**src/rtl/multicycle_ctrl.sv**
```systemverilog
// Multicycle MIPS-subset control FSM: IDLE/FETCH/DECODE/EXEC/MEM/WB sequencing with
// Moore-style strobes, sticky illegal-opcode flag and a wrapping retired-instruction counter.
module multicycle_ctrl #(
   parameter int CNT_W = 16
) (
   input  logic             clk_i,
   input  logic             rst_i,
   input  logic             start_i,
   input  logic             stop_i,
   input  logic [5:0]       opcode_i,
   input  logic             zero_i,
   input  logic             mem_ready_i,
   output logic             pc_write_o,
   output logic [1:0]       pc_src_o,
   output logic             ir_write_o,
   output logic             iord_o,
   output logic             mem_read_o,
   output logic             mem_write_o,
   output logic             alu_src_o,
   output logic [1:0]       alu_op_o,
   output logic             reg_dst_o,
   output logic             mem_to_reg_o,
   output logic             reg_write_o,
   output logic             busy_o,
   output logic             illegal_o,
   output logic [CNT_W-1:0] retired_o
);

   typedef enum logic [2:0] {
      S_IDLE   = 3'd0,
      S_FETCH  = 3'd1,
      S_DECODE = 3'd2,
      S_EXEC   = 3'd3,
      S_MEM    = 3'd4,
      S_WB     = 3'd5
   } state_t;

   localparam logic [5:0] OP_R    = 6'b000000;
   localparam logic [5:0] OP_J    = 6'b000010;
   localparam logic [5:0] OP_BEQ  = 6'b000100;
   localparam logic [5:0] OP_ADDI = 6'b001000;
   localparam logic [5:0] OP_ORI  = 6'b001101;
   localparam logic [5:0] OP_LW   = 6'b100011;
   localparam logic [5:0] OP_SW   = 6'b101011;

   state_t           state_q, state_d;
   logic [5:0]       op_q, op_d;
   logic             stop_q, stop_d;
   logic             illegal_q, illegal_d;
   logic [CNT_W-1:0] retired_q, retired_d;
   logic             complete;
   logic             stop_seen;

   function automatic logic needs_exec(input logic [5:0] op);
      return (op == OP_R) || (op == OP_ORI) || (op == OP_ADDI) ||
             (op == OP_LW) || (op == OP_SW) || (op == OP_BEQ);
   endfunction

   // Stop requests only count once the instruction has left FETCH.
   assign stop_seen = stop_q | stop_i;

   always_comb begin
      state_d   = state_q;
      op_d      = op_q;
      stop_d    = stop_q;
      illegal_d = illegal_q;
      retired_d = retired_q;
      complete  = 1'b0;
      case (state_q)
         S_IDLE: begin
            if (start_i) state_d = S_FETCH;
         end
         S_FETCH: begin
            if (mem_ready_i) state_d = S_DECODE;
         end
         S_DECODE: begin
            op_d   = opcode_i;
            stop_d = stop_seen;
            if (opcode_i == OP_J) begin
               complete = 1'b1;
            end else if (needs_exec(opcode_i)) begin
               state_d = S_EXEC;
            end else begin
               illegal_d = 1'b1;
               state_d   = S_IDLE;
            end
         end
         S_EXEC: begin
            stop_d = stop_seen;
            case (op_q)
               OP_R, OP_ORI, OP_ADDI: state_d = S_WB;
               OP_LW, OP_SW:          state_d = S_MEM;
               OP_BEQ:                complete = 1'b1;
               default:               state_d = S_IDLE;
            endcase
         end
         S_MEM: begin
            stop_d = stop_seen;
            if (mem_ready_i) begin
               if (op_q == OP_LW) state_d = S_WB;
               else               complete = 1'b1;
            end
         end
         S_WB: begin
            stop_d   = stop_seen;
            complete = 1'b1;
         end
         default: state_d = S_IDLE;
      endcase
      if (complete) begin
         retired_d = retired_q + CNT_W'(1);
         state_d   = stop_seen ? S_IDLE : S_FETCH;
      end
      if (state_d == S_IDLE) stop_d = 1'b0;
   end

   always_ff @(posedge clk_i or posedge rst_i) begin
      if (rst_i) begin
         state_q   <= S_IDLE;
         op_q      <= '0;
         stop_q    <= 1'b0;
         illegal_q <= 1'b0;
         retired_q <= '0;
      end else begin
         state_q   <= state_d;
         op_q      <= op_d;
         stop_q    <= stop_d;
         illegal_q <= illegal_d;
         retired_q <= retired_d;
      end
   end

   // Strobes decode from registered state; only mem_ready_i/zero_i qualify them.
   always_comb begin
      pc_write_o   = 1'b0;
      pc_src_o     = 2'b00;
      ir_write_o   = 1'b0;
      iord_o       = 1'b0;
      mem_read_o   = 1'b0;
      mem_write_o  = 1'b0;
      alu_src_o    = 1'b0;
      alu_op_o     = 2'b00;
      reg_dst_o    = 1'b0;
      mem_to_reg_o = 1'b0;
      reg_write_o  = 1'b0;
      case (state_q)
         S_FETCH: begin
            mem_read_o = 1'b1;
            if (mem_ready_i) begin
               ir_write_o = 1'b1;
               pc_write_o = 1'b1;
            end
         end
         S_DECODE: begin
            if (opcode_i == OP_J) begin
               pc_write_o = 1'b1;
               pc_src_o   = 2'b10;
            end
         end
         S_EXEC: begin
            case (op_q)
               OP_R:   alu_op_o = 2'b10;
               OP_ORI: begin
                  alu_op_o  = 2'b11;
                  alu_src_o = 1'b1;
               end
               OP_ADDI, OP_LW, OP_SW: alu_src_o = 1'b1;
               OP_BEQ: begin
                  alu_op_o   = 2'b01;
                  pc_src_o   = 2'b01;
                  pc_write_o = zero_i;
               end
               default: ;
            endcase
         end
         S_MEM: begin
            iord_o      = 1'b1;
            mem_read_o  = (op_q == OP_LW);
            mem_write_o = (op_q == OP_SW);
         end
         S_WB: begin
            reg_write_o  = 1'b1;
            reg_dst_o    = (op_q == OP_R);
            mem_to_reg_o = (op_q == OP_LW);
         end
         default: ;
      endcase
   end

   assign busy_o    = (state_q != S_IDLE);
   assign illegal_o = illegal_q;
   assign retired_o = retired_q;

endmodule

```
**config.mk**
```make
export PLATFORM = sky130hd
export DESIGN_NAME = multicycle_ctrl
export DESIGN_NICKNAME = d
export VERILOG_FILES = /design/src/rtl/multicycle_ctrl.sv
export SDC_FILE = /design/constraint.sdc
export NUM_CORES = 1
export LEC_CHECK = 0
export CORE_MARGIN = 10
export CORE_UTILIZATION = 45
export CTS_CLUSTER_SIZE = 14
export DETAILED_ROUTE_END_ITERATION = 10
export HOLD_SLACK_MARGIN = 0.1
export PLACE_DENSITY = 0.76
export SYNTH_ARGS = -nofsm -noshare
export SYNTH_HDL_FRONTEND = slang
export SYNTH_SLANG_ARGS = --single-unit
export TNS_END_PERCENT = 20
```
**constraint.sdc**
```tcl
create_clock -name clk_i -period 2 [get_ports clk_i]
set_clock_uncertainty 0.05 [all_clocks]
set_input_delay 0.4 -clock clk_i [delete_from_list [all_inputs] [get_ports clk_i]]
set_output_delay 0.4 -clock clk_i [all_outputs]
set_load 0.1 [all_outputs]
```
==> flow_metrics.tcl, run 1 <==
set metrics [dict create \
    status "finished with violations" \
    failed_checks "negative setup slack" \
    synth.top_cells.by_count "nand2_1, dfrtp_1, nor2_1, xor2_1" \
    synthArstFlopShare_pct 100 \
    avgSynthCellArea_um2 9.32 \
    place.gp.congestion 0.909 \
    vias 2105 \
    yosysMostFrequentCell "nand2_1" \
    ctsHtreeMaxLevel 1 \
    dpl.cell_count 323 \
    period_minus_slack_ps 2210 \
    cts_tree "built" \
    io_pins 43 \
    synth_area_leaders "dfrtp_1, xor2_1, nand2_1" \
    rsz0062_at_grt "yes" \
    clock_latency_ps 290 \
    root_buffer "clkbuf_8" \
    criticalPathCategory "reg2reg" \
    core-area_mm2 0.00400 \
    grt_pass1_wl_mm 10.7 \
    crit_buf_inv 1 \
    final_layout_size_suffix_gt1_share_pct 51.4 \
    nNetsFinal 313 \
    routedWlPerCell_um 21.0 \
    syn_nets 215 \
    instances_no_fill 346 \
    drt_iter0_drc 217 \
    power_mw 4.15 \
    hold_viol 0 \
    critPathCaptureType "flop" \
    numCtsBuffers 3 \
    synth_edf_count 0 \
    synth.ff_latch_count 27 \
    die_x_um 84.2 \
    crit_chain "nor3_4 > buf_6 > nand4_2 > a211o_2 > a2111oi_4 > xor2_1" \
    synth_top_family_by_area "simple AND/OR/NAND/NOR gates" \
    grt_overflow 0 \
    vias_per_cell 6.08 \
    drv_cap 0 \
    diodes 0 \
    netlist_instances 199 \
    clkTransAtPathRegs_ps 100 \
    seq_area_frac_synth_pct 36.4 \
    initial_core_util_pct 46.4 \
    port-buffer-count 42 \
    hold_buffers 0 \
    worst_pin_slew_ps 386 \
    grt_pass1_vias 2105 \
    cts_buffer_depth 2 \
    cpLargestDelayFamily "compound AO/OA/AOI/OAI gates" \
    finalSetupViolations 31 \
    synth.cell_area_mm2 0.00186 \
    max-slew-margin-rel_pct 74.3 \
    synth-compound-area-share_pct 17.9 \
    rows 23 \
    fin_util_pct 82.2 \
    drv_slew 0 \
    path_max_fanout 5 \
    die_h_um 84.2 \
    crit_path_start_kind "flop" \
    max_stage_delay_ps 480 \
    ant_nets 0 \
    synthSimpleGateAreaFrac_pct 26.5 \
    synthMuxAreaShare_pct 1.15 \
    fmax_ghz 0.453 \
    peakVddDrop_uv 950 \
    drt_first_pass_iters 4 \
    setup_ws_ps -206 \
    drc_errors 0 \
    crit_path_top_delay_cell "dfrtp_2" \
    holdWs_ps 413 \
    yosys.area_share.xor_xnor_pct 8.02 \
    dp.final_hpwl_mm 4.25 \
    track_usage_pct 18.2 \
    fin_crit_sh_pct 110 \
    synth_top_area_share_pct 36.4 \
    synth_top_area_cell "dfrtp_1" \
    area_delta_synth_final_pct 77.1 \
    die-area_mm2 0.00709 \
    finalSetupTns_ps -2960 \
    synth_adder_area_share_pct 2.70 \
    grt_max_degree 28 \
    wl_mm 7.26 \
    synth.distinct_cells 50 \
    hold_path.class "in2async" \
    yosys_most_used_dff "dfrtp_1" \
    power_density_mw_per_mm2 1260 \
    yosys_warnings 0 \
    cp_data_arrival_time_ps 2370 \
    clkSinkCount 27 \
    grt_antenna_before_repair 0 \
    required_ps 2160 \
    p_leak_nw 1.35 \
]
## worst register-to-register path: stages (launching register included)
cell and delay [ps]:
dfrtp_2 480, nor3_4 250, buf_6 140, nand4_2 150, a211o_2 460, a2111oi_4 380
xor2_1 220
## cell families after synthesis
group / after synthesis
simple gates: 92
fa+ha+maj: 4
xor+xnor: 17
buf+inv: 20
mux: 2
flops: 27
compound gates: 37
## routing by layer
metal / vias up / GRT usage [%] / share of wire (%)
li1: 911 / - / -
met1: 1016 / 19.1 / 36
met2: 127 / 31.9 / 50
met3: 51 / 5.22 / 7.4
met4: 0 / 9.89 / 6.6
met5: - / 0 / 0
## flip-flops by register name, summed over array words and instances, names as in the netlist
register	flops
illegal_o	1
op_q	6
retired_o	16
state_q	3
stop_q	1
## stage by stage
step,area [um^2],setup WS (ps)
after floorplan,1950,-1040
after global placement,2940,-334
after detailed placement,2940,-419
after CTS,3170,-180
after global routing,3290,-362
final,3290,-206
## placed cells by master, fill, tap and decap left out, types with 3 or more instances in the layout
| cell type | count |
|---|---|
| buf_4 | 55 |
| buf_12 | 30 |
| nand2_1 | 25 |
| dfrtp_1 | 23 |
| xor2_1 | 14 |
| inv_1 | 9 |
| nor2_1 | 9 |
| nand3_1 | 9 |
| a211oi_2 | 7 |
| nand4_1 | 6 |
| nor3_4 | 5 |
| a21oi_2 | 5 |
| and3_1 | 5 |
| clkdlybuf4s50_1 | 5 |
| buf_6 | 5 |
| nor3_2 | 4 |
| ha_1 | 4 |
| dfrtp_2 | 4 |
| nor2_2 | 3 |
| xnor2_1 | 3 |
| nor3_1 | 3 |
| a21oi_1 | 3 |
| o21a_1 | 3 |
| clkbuf_8 | 3 |
| dlygate4sd2_1 | 3 |
## final timing paths
check | end | slack [ps] | from | depth (start not counted)
worst min-delay path | op_q[3]$_DFFE_PP0P_ | 410 | rst_i | 3
worst max-delay path | retired_o[7]$_DFFE_PP0P_ | -210 | op_q[1]$_DFFE_PP0P_ | 6
worst min register to register | illegal_o$_DFFE_PP0P_ | 430 | illegal_o$_DFFE_PP0P_ | 1
worst max register to register | retired_o[7]$_DFFE_PP0P_ | -210 | op_q[1]$_DFFE_PP0P_ | 6
max in group asynchronous | op_q[5]$_DFFE_PP0P_ | 1190 | rst_i | 3
min in group clk_i | illegal_o$_DFFE_PP0P_ | 430 | illegal_o$_DFFE_PP0P_ | 1
## area by class of cell
type                            instances  area (um^2)
Clock inverter                          1         7.51
Fill cell                             199          713
Clock buffer                            3         41.3
Tap cell                               50         62.6
Timing Repair Buffer                  101         1180
Inverter                               11         48.8
Multi-Input combinational cell        153         1270
Sequential cell                        27          681
## timing repair
item,CTS,global route
pin swaps,14,5
setup buffers,13,5
resized for setup,30,18
cloned,0,1
endpoints found under the setup margin,29,33
## power breakdown
part	internal, mW	switching, mW
Combinational	1.11	1.77
Clock	0.143	0.203
Sequential	0.678	0.244
Total	1.93	2.22
(Power assumes the default switching activity.)
==> run 2: changes to the inputs <==
PLACE_DENSITY = 0.81   (was 0.76)
==> run 2 against run 1 <==
  * The run still ends with negative setup slack left
  * Sequential power up 1%
  * Global-route usage down 0.17 points
  * Clock-buffer cell count unchanged
  * Design area down 2.6%
  * Highest routed layer unchanged
  * First-iteration DRC count up 21%
==> flow_metrics.tcl, run 2 (synthesis gave the netlist of run 1 again) <==
set metrics [dict create \
    die_x_um 84.2 \
    hold_start "opcode_i[3]" \
    area_delta_synth_final_pct 72.6 \
    drt_iter0_drc 262 \
    worst_pin_slew_ps 439 \
    r2r-start "state_q[1]$_DFF_PP0_" \
    design_area_mm2 0.00320 \
    setup_ws_ps -189 \
    dpl.cell_count 327 \
    p_leak_nw 1.30 \
    instances_no_fill 342 \
    fin_crit_sh_pct 109 \
    place.gp.congestion 0.880 \
    initial_core_util_pct 46.4 \
    power_density_mw_per_mm2 1220 \
    ant_nets 0 \
    cts_tree "built" \
    failed_checks "negative setup slack" \
    numCtsBuffers 3 \
    grt_overflow 0 \
    min_path_cells 4 \
    grt_max_degree 28 \
    crit_path_start_kind "flop" \
    wl_mm 6.48 \
    grt_pass1_wl_mm 10.8 \
    max-slew-margin-rel_pct 70.7 \
    dp.final_hpwl_mm 4.60 \
    fillers 207 \
    fin_util_pct 80.0 \
    peakVddDrop_uv 968 \
    hold_path.class "in2reg" \
    hold-path-endpoint "op_q[3]$_DFFE_PP0P_" \
    criticalPathCategory "reg2out" \
    rsz0062_at_grt "yes" \
    multi_input_area_mm2 0.00123 \
    core-area_mm2 0.00400 \
    cp_data_arrival_time_ps 1740 \
    period_minus_slack_ps 2190 \
    critPathCaptureType "primary output" \
    die-area_mm2 0.00709 \
    grt_antenna_before_repair 0 \
    final_layout_size_suffix_gt1_share_pct 49.8 \
    port-buffer-count 42 \
    track_usage_pct 18.0 \
    clock_latency_ps 270 \
    finalSetupTns_ps -2400 \
    drc_errors 0 \
    grt_pass1_vias 2163 \
    status "finished with violations" \
    fmax_ghz 0.457 \
    root_buffer "clkbuf_8" \
    drt_first_pass_iters 4 \
    met3_usage_pct 5.70 \
    cts_buffer_depth 2 \
    required_ps 1550 \
    path_max_fanout 3 \
    largest_reg_flops 16 \
    top_usage_layer "met2" \
    layout_common_cells "buf_4, buf_12, nand2_1" \
    die_h_um 84.2 \
    power_mw 3.90 \
    hold_buffers 0 \
    finalSetupViolations 25 \
    drv_slew 0 \
    seq_area_um2 683 \
    clkTransAtPathRegs_ps 90 \
    layout_commonest_cell "buf_4" \
    timing.rr.end "retired_o[12]$_DFFE_PP0P_" \
    rows 23 \
    io_pins 43 \
    vias 2014 \
    nNetsFinal 308 \
    drv_cap 0 \
    vias_per_cell 5.89 \
    ctsHtreeMaxLevel 1 \
    routedWlPerCell_um 18.9 \
    grtUsageMet2_pct 30.6 \
    placed_cell_area_mm2 0.00297 \
    use_met1_pct 20.2 \
    preCtsSetupSlack_ps -424 \
    holdWs_ps 430 \
    rrSetupSlack_ps -180 \
    hold_viol 0 \
    ff2ff_path_depth 6 \
    clkSinkCount 27 \
]
[run 2: changes by cell type in the layout (fill, tap and decap cells not counted), moves of 2 or more]
cell / previous run / this run
clkbuf_2: 0 / 2
a21oi_2: 5 / 3
a211oi_2: 7 / 5
a21oi_1: 3 / 6
dlygate4sd2_1: 3 / 1
dfrtp_2: 4 / 6
dfrtp_1: 23 / 21
buf_4: 55 / 50
buf_2: 0 / 2
[run 2: how the worst max path moves through the flow]
stage                               from                        end  slack [ps]  cells after the start
floorplan           state_q[2]$_DFF_PP0_                mem_write_o       -1040                      4
global placement             opcode_i[2]                 pc_write_o        -310                      8
detailed placement           opcode_i[2]   retired_o[5]$_DFFE_PP0P_        -420                      6
CTS                 state_q[2]$_DFF_PP0_                 pc_write_o        -200                      7
global route        state_q[1]$_DFF_PP0_  retired_o[12]$_DFFE_PP0P_        -280                      6
finish              state_q[2]$_DFF_PP0_                alu_op_o[0]        -190                      4
[run 2: layer usage]
layer | vias to the layer above | part of all wire (%) | wire [um]
met5 | - | 0 | 0
met4 | 0 | 2.8 | 182
met3 | 22 | 8.2 | 528
met2 | 110 | 51 | 3300
met1 | 989 | 38 | 2470
li1 | 893 | - | -
[run 2: worst max-delay path: stages, from the launching register on]
cell	delay, ps
dfrtp_1	400
nand3b_1	190
or4_4	480
nor3_4	190
buf_12	200
[run 2: what timing repair did]
action                     4_1_cts  5_1_grt
hold endpoints to repair         0        0
setup endpoints to repair       22       33
setup buffers                    9        3
gates resized for setup         34       16
pin swaps                       12       10
[run 2: cell type report]
cell class / count / share of cell area, %
clock buffer: 3 / 1.29
inverter: 11 / 1.45
multi-input combinational: 152 / 38.4
sequential: 27 / 21.3
antenna: 1 / 0.0782
tap: 50 / 1.95
timing repair buffer: 97 / 35.4
clock inverter: 1 / 0.156
[run 2: report_power, final]
group          switching [mW]  internal, mW
Clock                   0.165         0.140
Combinational            1.65          1.01
Sequential              0.250         0.682
==> run 3: changes to the inputs <==
SLEW_MARGIN = 10   (was default)
==> results of run 3 <==
The final DEF is identical to that of run 2; final timing and power are the same.
